<file path="config.mk">
export PLATFORM = sky130hd
export DESIGN_NAME = multicycle_ctrl_flat
export DESIGN_NICKNAME = d
export VERILOG_FILES = /design/src/rtl/multicycle_ctrl_pkg.sv /design/src/rtl/multicycle_ctrl_if.sv /design/src/rtl/multicycle_ctrl_outdec.sv /design/src/rtl/multicycle_ctrl.sv /design/src/flat_wrapper.sv
export SDC_FILE = /design/constraint.sdc
export NUM_CORES = 1
export LEC_CHECK = 0
export ABC_AREA = 1
export BUFFER_PORTS_ARGS = -buffer_cell sky130_fd_sc_hd__buf_2
export CAP_MARGIN = 20
export CELL_PAD_IN_SITES_DETAIL_PLACEMENT = 1
export CELL_PAD_IN_SITES_GLOBAL_PLACEMENT = 1
export CORE_MARGIN = 3
export CORE_UTILIZATION = 31
export CTS_CLUSTER_DIAMETER = 200
export DETAILED_ROUTE_END_ITERATION = 6
export PLACE_DENSITY_LB_ADDON = 0.05
export SLEW_MARGIN = 15
export SYNTH_ARGS = -nofsm -noshare
export SYNTH_HDL_FRONTEND = slang
export SYNTH_SLANG_ARGS = --single-unit
</file>
<file path="constraint.sdc">
create_clock -name Clock -period 1.6 [get_ports Clock]
set_clock_uncertainty 0.2 [all_clocks]
set_input_delay 0.16 -clock Clock [delete_from_list [all_inputs] [get_ports Clock]]
set_output_delay 0.16 -clock Clock [all_outputs]
set_load 0.02 [all_outputs]
</file>
<file path="src/rtl/multicycle_ctrl_pkg.sv">
// rtl/multicycle_ctrl_pkg.sv - shared types and codes for the multicycle controller
// Holds opcodes, state encodings, datapath select codes and the strobe bundle.
package mc_ctrl_pkg;

  typedef enum logic [3:0] {
    S_FETCH    = 4'd0,
    S_DECODE   = 4'd1,
    S_MEMADR   = 4'd2,
    S_MEMRD    = 4'd3,
    S_MEMWB    = 4'd4,
    S_MEMWR    = 4'd5,
    S_RTYPE_EX = 4'd6,
    S_RTYPE_WB = 4'd7,
    S_BEQ_EX   = 4'd8,
    S_J_EX     = 4'd9,
    S_ADDI_EX  = 4'd10,
    S_ADDI_WB  = 4'd11,
    S_HALT     = 4'd15
  } state_t;

  localparam logic [5:0] OP_RTYPE = 6'b000000;
  localparam logic [5:0] OP_LW    = 6'b100011;
  localparam logic [5:0] OP_SW    = 6'b101011;
  localparam logic [5:0] OP_BEQ   = 6'b000100;
  localparam logic [5:0] OP_J     = 6'b000010;
  localparam logic [5:0] OP_ADDI  = 6'b001000;

  localparam logic [1:0] ALUOP_ADD   = 2'b00;
  localparam logic [1:0] ALUOP_SUB   = 2'b01;
  localparam logic [1:0] ALUOP_FUNCT = 2'b10;

  localparam logic [1:0] SRCB_B     = 2'b00;
  localparam logic [1:0] SRCB_4     = 2'b01;
  localparam logic [1:0] SRCB_IMM   = 2'b10;
  localparam logic [1:0] SRCB_IMMSH = 2'b11;

  localparam logic [1:0] PCSRC_ALU    = 2'b00;
  localparam logic [1:0] PCSRC_ALUOUT = 2'b01;
  localparam logic [1:0] PCSRC_JUMP   = 2'b10;

  typedef struct packed {
    logic       mem_read;
    logic       mem_write;
    logic       iord;
    logic       ir_write;
    logic       pc_en;
    logic       reg_dst;
    logic       mem_to_reg;
    logic       reg_write;
    logic       alu_src_a;
    logic [1:0] alu_src_b;
    logic [1:0] alu_op;
    logic [1:0] pc_source;
  } ctrl_t;

endpackage

</file>
<file path="src/rtl/multicycle_ctrl_if.sv">
// rtl/multicycle_ctrl_if.sv - controller <-> datapath signal bundle
// master = controller, slave = datapath side.
interface multicycle_ctrl_if;
  logic [5:0] Op;
  logic       Zero;
  logic       MemReady;
  logic       MemRead;
  logic       MemWrite;
  logic       IorD;
  logic       IRWrite;
  logic       PCEn;
  logic       RegDst;
  logic       MemtoReg;
  logic       RegWrite;
  logic       ALUSrcA;
  logic [1:0] ALUSrcB;
  logic [1:0] ALUOp;
  logic [1:0] PCSource;
  logic [3:0] State;
  logic       IllegalOp;
  logic       Fault;

  modport master (
    input  Op, Zero, MemReady,
    output MemRead, MemWrite, IorD, IRWrite, PCEn, RegDst, MemtoReg, RegWrite,
           ALUSrcA, ALUSrcB, ALUOp, PCSource, State, IllegalOp, Fault
  );

  modport slave (
    output Op, Zero, MemReady,
    input  MemRead, MemWrite, IorD, IRWrite, PCEn, RegDst, MemtoReg, RegWrite,
           ALUSrcA, ALUSrcB, ALUOp, PCSource, State, IllegalOp, Fault
  );
endinterface

</file>
<file path="src/rtl/multicycle_ctrl_outdec.sv">
// rtl/multicycle_ctrl_outdec.sv - combinational state-to-strobe decode
// Reset forces every strobe low without waiting for a clock edge.
module mc_ctrl_outdec
  import mc_ctrl_pkg::*;
(
  input  state_t i_state,
  input  logic   i_mem_ready,
  input  logic   i_zero,
  input  logic   i_rst,
  output ctrl_t  o_ctrl
);

  always_comb begin
    o_ctrl = '0;
    case (i_state)
      S_FETCH: begin
        o_ctrl.mem_read  = 1'b1;
        o_ctrl.alu_src_b = SRCB_4;
        o_ctrl.alu_op    = ALUOP_ADD;
        o_ctrl.pc_source = PCSRC_ALU;
        o_ctrl.ir_write  = i_mem_ready;
        o_ctrl.pc_en     = i_mem_ready;
      end
      S_DECODE:   o_ctrl.alu_src_b = SRCB_IMMSH;
      S_MEMADR: begin
        o_ctrl.alu_src_a = 1'b1;
        o_ctrl.alu_src_b = SRCB_IMM;
      end
      S_MEMRD: begin
        o_ctrl.mem_read = 1'b1;
        o_ctrl.iord     = 1'b1;
      end
      S_MEMWB: begin
        o_ctrl.mem_to_reg = 1'b1;
        o_ctrl.reg_write  = 1'b1;
      end
      S_MEMWR: begin
        o_ctrl.mem_write = 1'b1;
        o_ctrl.iord      = 1'b1;
      end
      S_RTYPE_EX: begin
        o_ctrl.alu_src_a = 1'b1;
        o_ctrl.alu_src_b = SRCB_B;
        o_ctrl.alu_op    = ALUOP_FUNCT;
      end
      S_RTYPE_WB: begin
        o_ctrl.reg_dst   = 1'b1;
        o_ctrl.reg_write = 1'b1;
      end
      S_BEQ_EX: begin
        o_ctrl.alu_src_a = 1'b1;
        o_ctrl.alu_op    = ALUOP_SUB;
        o_ctrl.pc_source = PCSRC_ALUOUT;
        o_ctrl.pc_en     = i_zero;
      end
      S_J_EX: begin
        o_ctrl.pc_source = PCSRC_JUMP;
        o_ctrl.pc_en     = 1'b1;
      end
      S_ADDI_EX: begin
        o_ctrl.alu_src_a = 1'b1;
        o_ctrl.alu_src_b = SRCB_IMM;
      end
      S_ADDI_WB:  o_ctrl.reg_write = 1'b1;
      default:    o_ctrl = '0;
    endcase
    if (i_rst) o_ctrl = '0;
  end

endmodule

</file>
<file path="src/rtl/multicycle_ctrl.sv">
// rtl/multicycle_ctrl.sv - multicycle MIPS-style control FSM with memory-wait watchdog
// Optional addi support enabled by defining MULTICYCLE_CTRL_ADDI_EN.
module multicycle_ctrl
  import mc_ctrl_pkg::*;
#(
  parameter int MEM_WAIT_MAX = 15
) (
  input  logic               Clock,
  input  logic               Reset,
  multicycle_ctrl_if.master  bus
);

  localparam int WAIT_W = (MEM_WAIT_MAX < 1) ? 1 : $clog2(MEM_WAIT_MAX + 1);
  localparam logic [WAIT_W-1:0] WAIT_LIM = WAIT_W'(MEM_WAIT_MAX);

  state_t            r_state;
  logic [WAIT_W-1:0] r_wait;
  logic              r_fault;

  state_t            w_next;
  logic [WAIT_W-1:0] w_wait_next;
  logic              w_illegal;
  logic              w_mem_state;
  ctrl_t             w_ctrl;

  always_ff @(posedge Clock or posedge Reset) begin
    if (Reset) begin
      r_state <= S_FETCH;
      r_wait  <= '0;
      r_fault <= 1'b0;
    end else begin
      r_state <= w_next;
      r_wait  <= w_wait_next;
      if (w_next == S_HALT) r_fault <= 1'b1;
    end
  end

  always_comb begin
    w_next      = r_state;
    w_illegal   = 1'b0;
    w_wait_next = '0;
    w_mem_state = (r_state == S_FETCH) || (r_state == S_MEMRD) || (r_state == S_MEMWR);
    case (r_state)
      S_FETCH:  if (bus.MemReady) w_next = S_DECODE;
      S_DECODE: begin
        case (bus.Op)
          OP_RTYPE:     w_next = S_RTYPE_EX;
          OP_LW, OP_SW: w_next = S_MEMADR;
          OP_BEQ:       w_next = S_BEQ_EX;
          OP_J:         w_next = S_J_EX;
`ifdef MULTICYCLE_CTRL_ADDI_EN
          OP_ADDI:      w_next = S_ADDI_EX;
`endif
          default: begin
            w_illegal = 1'b1;
            w_next    = S_FETCH;
          end
        endcase
      end
      S_MEMADR:   w_next = (bus.Op == OP_SW) ? S_MEMWR : S_MEMRD;
      S_MEMRD:    if (bus.MemReady) w_next = S_MEMWB;
      S_MEMWB:    w_next = S_FETCH;
      S_MEMWR:    if (bus.MemReady) w_next = S_FETCH;
      S_RTYPE_EX: w_next = S_RTYPE_WB;
      S_RTYPE_WB: w_next = S_FETCH;
      S_BEQ_EX:   w_next = S_FETCH;
      S_J_EX:     w_next = S_FETCH;
`ifdef MULTICYCLE_CTRL_ADDI_EN
      S_ADDI_EX:  w_next = S_ADDI_WB;
      S_ADDI_WB:  w_next = S_FETCH;
`endif
      S_HALT:     w_next = S_HALT;
      default:    w_next = S_FETCH;
    endcase
    // A ready on the limit cycle still completes; only a further stall trips the fault.
    if (w_mem_state && !bus.MemReady) begin
      if (r_wait == WAIT_LIM) begin
        w_next      = S_HALT;
        w_wait_next = r_wait;
      end else begin
        w_wait_next = r_wait + WAIT_W'(1);
      end
    end
  end

  mc_ctrl_outdec u_outdec (
    .i_state     (r_state),
    .i_mem_ready (bus.MemReady),
    .i_zero      (bus.Zero),
    .i_rst       (Reset),
    .o_ctrl      (w_ctrl)
  );

  assign bus.MemRead   = w_ctrl.mem_read;
  assign bus.MemWrite  = w_ctrl.mem_write;
  assign bus.IorD      = w_ctrl.iord;
  assign bus.IRWrite   = w_ctrl.ir_write;
  assign bus.PCEn      = w_ctrl.pc_en;
  assign bus.RegDst    = w_ctrl.reg_dst;
  assign bus.MemtoReg  = w_ctrl.mem_to_reg;
  assign bus.RegWrite  = w_ctrl.reg_write;
  assign bus.ALUSrcA   = w_ctrl.alu_src_a;
  assign bus.ALUSrcB   = w_ctrl.alu_src_b;
  assign bus.ALUOp     = w_ctrl.alu_op;
  assign bus.PCSource  = w_ctrl.pc_source;
  assign bus.State     = r_state;
  assign bus.IllegalOp = w_illegal & ~Reset;
  assign bus.Fault     = r_fault & ~Reset;

endmodule

</file>
<file path="src/flat_wrapper.sv">
// flat-port wrapper written by rule: the top's interface ports become plain ports
module multicycle_ctrl_flat import mc_ctrl_pkg::*;
#(
  parameter int MEM_WAIT_MAX = 15
)
  (Clock, Reset, bus_Op, bus_Zero, bus_MemReady, bus_MemRead, bus_MemWrite, bus_IorD, bus_IRWrite, bus_PCEn, bus_RegDst, bus_MemtoReg, bus_RegWrite, bus_ALUSrcA, bus_ALUSrcB, bus_ALUOp, bus_PCSource, bus_State, bus_IllegalOp, bus_Fault);
  multicycle_ctrl_if bus_i ();
  input  logic Clock;
  input  logic Reset;
  input wire logic [$bits(bus_i.Op)-1:0] bus_Op;
  input wire logic [$bits(bus_i.Zero)-1:0] bus_Zero;
  input wire logic [$bits(bus_i.MemReady)-1:0] bus_MemReady;
  output wire logic [$bits(bus_i.MemRead)-1:0] bus_MemRead;
  output wire logic [$bits(bus_i.MemWrite)-1:0] bus_MemWrite;
  output wire logic [$bits(bus_i.IorD)-1:0] bus_IorD;
  output wire logic [$bits(bus_i.IRWrite)-1:0] bus_IRWrite;
  output wire logic [$bits(bus_i.PCEn)-1:0] bus_PCEn;
  output wire logic [$bits(bus_i.RegDst)-1:0] bus_RegDst;
  output wire logic [$bits(bus_i.MemtoReg)-1:0] bus_MemtoReg;
  output wire logic [$bits(bus_i.RegWrite)-1:0] bus_RegWrite;
  output wire logic [$bits(bus_i.ALUSrcA)-1:0] bus_ALUSrcA;
  output wire logic [$bits(bus_i.ALUSrcB)-1:0] bus_ALUSrcB;
  output wire logic [$bits(bus_i.ALUOp)-1:0] bus_ALUOp;
  output wire logic [$bits(bus_i.PCSource)-1:0] bus_PCSource;
  output wire logic [$bits(bus_i.State)-1:0] bus_State;
  output wire logic [$bits(bus_i.IllegalOp)-1:0] bus_IllegalOp;
  output wire logic [$bits(bus_i.Fault)-1:0] bus_Fault;
  assign bus_i.Op = bus_Op;
  assign bus_i.Zero = bus_Zero;
  assign bus_i.MemReady = bus_MemReady;
  assign bus_MemRead = bus_i.MemRead;
  assign bus_MemWrite = bus_i.MemWrite;
  assign bus_IorD = bus_i.IorD;
  assign bus_IRWrite = bus_i.IRWrite;
  assign bus_PCEn = bus_i.PCEn;
  assign bus_RegDst = bus_i.RegDst;
  assign bus_MemtoReg = bus_i.MemtoReg;
  assign bus_RegWrite = bus_i.RegWrite;
  assign bus_ALUSrcA = bus_i.ALUSrcA;
  assign bus_ALUSrcB = bus_i.ALUSrcB;
  assign bus_ALUOp = bus_i.ALUOp;
  assign bus_PCSource = bus_i.PCSource;
  assign bus_State = bus_i.State;
  assign bus_IllegalOp = bus_i.IllegalOp;
  assign bus_Fault = bus_i.Fault;
  multicycle_ctrl #(.MEM_WAIT_MAX(MEM_WAIT_MAX)) u_core (.Clock(Clock), .Reset(Reset), .bus(bus_i));
endmodule
</file>
==> impl_table.tex <==
\begin{tabular}{lr}
\hline
Metric & Value \\
\hline
\multicolumn{2}{l}{\textbf{Run status}} \\
\quad Run status & finished, violations left \\
\quad Violations in the final reports & negative setup slack \\
\multicolumn{2}{l}{\textbf{Worst setup path}} \\
\quad Category of the worst setup path launch point & flip-flop \\
\quad Cell Chain, Critical Path & nor2\_4 -> nand3\_2 -> nor2\_4 -> a211o\_1 -> buf\_6 \\
\quad Category of the most critical setup path & flip-flop to output pin \\
\quad Longest individual stage delay on the worst path & 470 ps \\
\quad Capturing element type of the critical path & output pin \\
\quad Cell repeated most along the worst path & nor2\_4 \\
\quad Crit-path max FO & 5 \\
\quad Worst path arrival time & 1550 ps \\
\quad Cell type of the slowest stage on the worst timing path & dfrtp\_2 \\
\quad Required time of the critical path & 1240 ps \\
\multicolumn{2}{l}{\textbf{Global route}} \\
\quad Vias in the first global route & 1167 \\
\quad Antenna violations before repair & 0 \\
\quad Maximum number of pins on one net before global-route repair & 11 \\
\quad Wire length of the first global-routing pass & 5.49 mm \\
\quad Global-route usage over all layers & 22.2\% \\
\quad Global-route congestion overflow total & 0 \\
\multicolumn{2}{l}{\textbf{Clock tree}} \\
\quad Clock Path Buffers & 2 \\
\quad Clock tree from TritonCTS & built \\
\quad CTS HTree Levels & 1 \\
\quad Sink Count & 9 \\
\quad Clock buffers created by TritonCTS & 3 \\
\quad Clock-pin slew on the worst setup and hold paths & 70 ps \\
\quad Cell chosen for the clock root & clkbuf\_4 \\
\quad Clock Latency Late Sink & 280 ps \\
\multicolumn{2}{l}{\textbf{Power and ir drop}} \\
\quad Psw & 138 uW \\
\quad Sequential share of power & 47.1\% \\
\quad Worst supply voltage drop on vdd & 0.461 mV \\
\quad Portion of total power attributed to combinational logic & 13.7\% \\
\quad Total power per unit cell area & 294 nW/um\^{}2 \\
\quad Switch share & 28.7\% \\
\quad Cell internal pwr & 344 uW \\
\quad Power share of the clock group & 39.2\% \\
\quad Cell leakage power & 0.789 nW \\
\quad Total power & 482 uW \\
\multicolumn{2}{l}{\textbf{Synthesis}} \\
\quad Combinational family with the most area after synthesis & simple AND/OR/NAND/NOR gates \\
\quad Synth Area in Compound Gates & 9.49\% \\
\quad Average footprint of a synthesized cell & 6.48 sq um \\
\quad Mux share of post-synthesis cell area & 0\% \\
\quad Net count after synthesis & 129 \\
\quad Library cell with the largest summed area after synthesis & dfrtp\_1 \\
\quad Most common flop cell mapped by yosys & dfrtp\_1 \\
\quad Cell with the most instances after synthesis & nor2\_1 \\
\quad Post-synthesis instance area & 764 sq um \\
\quad Area share of fa/ha/maj cells after synthesis & 1.64\% \\
\quad Synthesis-stage register bit count & 9 \\
\quad Yosys synthesis warning count & 0 \\
\quad Instance count of the mapped netlist & 118 \\
\quad Fraction of post-synthesis cell area in the top cell type by area & 29.5\% \\
\quad Register area share after synthesis & 29.5\% \\
\quad Leading cell types by total area after synthesis & dfrtp\_1 29\%, nor2\_1 13\%, nand2\_1 9.8\%, nand3\_1 7.2\%, inv\_1 6.9\% \\
\quad Share of synthesized flip-flops with an asynchronous set or reset & 100\% \\
\quad Number of flops mapped to enable cells by yosys & 0 \\
\quad Area share of xor/xnor cells in the synthesized design & 1.15\% \\
\quad Commonest cells in the synthesized netlist & 27 x nor2\_1, 20 x nand2\_1, 14 x inv\_1, 11 x nand3\_1, 9 x dfrtp\_1 \\
\quad Library cells used by synthesis & 25 \\
\quad Simple-gate portion of the synthesized area & 49.9\% \\
\multicolumn{2}{l}{\textbf{Finish}} \\
\quad Area growth syn-to-layout & 115\% \\
\quad Share of the core filled with cells & 72.2\% \\
\quad Share of cells above drive strength 1 & 66.5\% \\
\quad Antenna fix cells & 0 \\
\quad Number of nets at the end of the flow & 203 \\
\quad Number of fillers in the final layout & 247 \\
\quad Summed area of non-filler cells in the final layout & 1640 sq um \\
\multicolumn{2}{l}{\textbf{Timing}} \\
\quad Hold slack final & 82.3 ps \\
\quad Worst setup margin & -309 ps \\
\quad Final setup violation count & 25 \\
\quad Fraction of the cycle the final worst path needs & 119\% \\
\quad Worst-margin pin slew & 314 ps \\
\quad Slew margin rel. & 78.8\% \\
\quad Period minus WS final & 1910 ps \\
\quad Unrepaired setup endpoints after global routing & true \\
\quad Total count of max-transition violations in the final report & 0 \\
\quad FMAX & 524 MHz \\
\quad Number of endpoints with negative hold slack in the final report & 0 \\
\multicolumn{2}{l}{\textbf{Routing}} \\
\quad Detailed-routing iteration count for the pre-antenna-repair pass & 5 \\
\quad Vias & 1232 \\
\quad Post-detailed-route wirelength per cell & 23.6 um \\
\quad Remaining antenna violation count after routing & 0 \\
\quad DRC violation count after routing & 0 \\
\quad Iteration-0 DRC count of the detailed router & 56 \\
\quad DRT Wirelength & 5.16 mm \\
\quad Number of vias per cell after detailed routing & 5.63 \\
\multicolumn{2}{l}{\textbf{Floorplan}} \\
\quad Die outline width & 55.7 um \\
\quad Placeable core region & 2280 sq um \\
\quad \# IOs & 31 \\
\quad Die outline height & 55.7 um \\
\quad Starting density of the core & 33.6\% \\
\quad Standard-cell row count & 17 \\
\quad Full die area & 3100 sq um \\
\multicolumn{2}{l}{\textbf{Placed design}} \\
\quad Number of input and output port buffers inserted & 30 \\
\quad Cell Area, Placed & 1140 sq um \\
\quad Final weighted congestion in routability-driven placement & 0.805 \\
\quad Detailed placement HPWL & 2.09 mm \\
\multicolumn{2}{l}{\textbf{Flow run}} \\
\quad Count of max-cap constraint violations & 0 \\
\multicolumn{2}{l}{\textbf{Hold path}} \\
\quad Worst hold path type & primary input to flip-flop \\
\hline
\end{tabular}
==> cells in the final DEF (no fill, tap or decap) <==
master         count
buf_4             31
buf_6             22
nor2_1            20
buf_2             15
nand2_1           12
inv_1              9
nand3_1            7
nor2_4             7
inv_2              6
nand2_4            6
nand3_2            6
nand2_2            5
dfrtp_1            5
dfrtp_2            4
nor2_2             3
a21oi_2            3
clkbuf_4           3
nand3_4            2
o21ai_2            2
o21ai_0            2
nand4_1            2
nor3_4             2
nor4_4             2
nor3_2             2
xor2_1             1
inv_4              1
and2_4             1
and3_4             1
a31oi_1            1
o21ai_1            1
a211o_1            1
o32ai_2            1
a31o_4             1
ha_1               1
clkbuf_1           1
dlygate4sd3_1      1
buf_12             1
==> cell type report <==
| type | instances | area, sq um | area share [%] |
|---|---|---|---|
| Timing Repair Buffer | 70 | 586 | 35.6 |
| Multi-Input combinational cell | 92 | 703 | 42.8 |
| Sequential cell | 9 | 230 | 14.0 |
| Tap cell | 28 | 35.0 | 2.13 |
| Clock buffer | 4 | 26.3 | 1.60 |
| Inverter | 16 | 62.6 | 3.81 |
==> registers in the layout, indices dropped and copies added (netlist names) <==
| name | cells |
|---|---|
| u_core.bus.State | 4 |
| u_core.r_wait | 4 |
| u_core.r_fault | 1 |
==> what timing repair did <==
action,4_1_cts,5_1_grt
endpoints found under the hold margin,9,0
pin swaps,7,17
setup buffers,11,14
gates cloned,0,0
endpoints found under the setup margin,16,25
resized for setup,30,51
hold buffers,1,0
==> through the flow <==
stage | cells | TNS [ps] | setup WS [ps]
3_3_place_gp | 189 | 0 | 25.3
6_report | 219 | -5520 | -309
3_5_place_dp | 189 | -25.4 | -25.4
5_1_grt | 219 | -6660 | -361
4_1_cts | 205 | -1840 | -168
2_1_floorplan | 118 | -242 | -114
==> worst max-delay path: cells and delay by family (launching register included) <==
family | cells | cell delay, ps
and+or+nand+nor | 3 | 530
AOI/OAI and AO/OA | 1 | 140
DFF | 1 | 470
buffers and inverters | 1 | 120
==> path summary, 6_finish.rpt <==
check                      slack, ps  cells after the start                     startpoint                             to
min in group asynchronous        480                      4                          Reset     u_core.r_fault$_DFFE_PP0N_
hold reg to reg                  280                      2     u_core.r_fault$_DFFE_PP0N_     u_core.r_fault$_DFFE_PP0N_
setup reg to reg                -290                      9  u_core.bus.State[1]$_DFF_PP0_   u_core.r_wait[0]$_DFFE_PP0P_
setup / recovery                -310                      5  u_core.bus.State[2]$_DFF_PP0_                       bus_PCEn
hold / removal                    80                      4                      bus_Op[4]  u_core.bus.State[0]$_DFF_PP0_
max in group asynchronous        570                      4                          Reset  u_core.bus.State[1]$_DFF_PP0_
==> power groups by stage <==
| stage | clock network [mW] | logic (mW) | registers (mW) |
|---|---|---|---|
| final | 0.189 | 0.0658 | 0.227 |
| after CTS | 0.184 | 0.0554 | 0.227 |
| after detailed placement | 0 | 0.0526 | 0.232 |
| after global routing | 0.205 | 0.0708 | 0.227 |
| after floorplan | 0 | 0.0261 | 0.232 |
| after global placement | 0 | 0.0506 | 0.232 |
==> routing by layer <==
layer,wire [um],vias to the layer above,global-route usage (%)
met4,221,0,9.38
li1,-,538,-
met1,2070,617,25.3
met2,2660,57,40.9
met3,208,20,2.78
met5,0,-,0
==> cell families after synthesis <==
family                     after synthesis
adders and majority gates                1
AOI/OAI and AO/OA                       12
buffers and inverters                   17
xor gates and xnor gates                 1
and+or+nand+nor                         78
DFF                                      9
No activity file was read; power rests on OpenSTA's default activity.
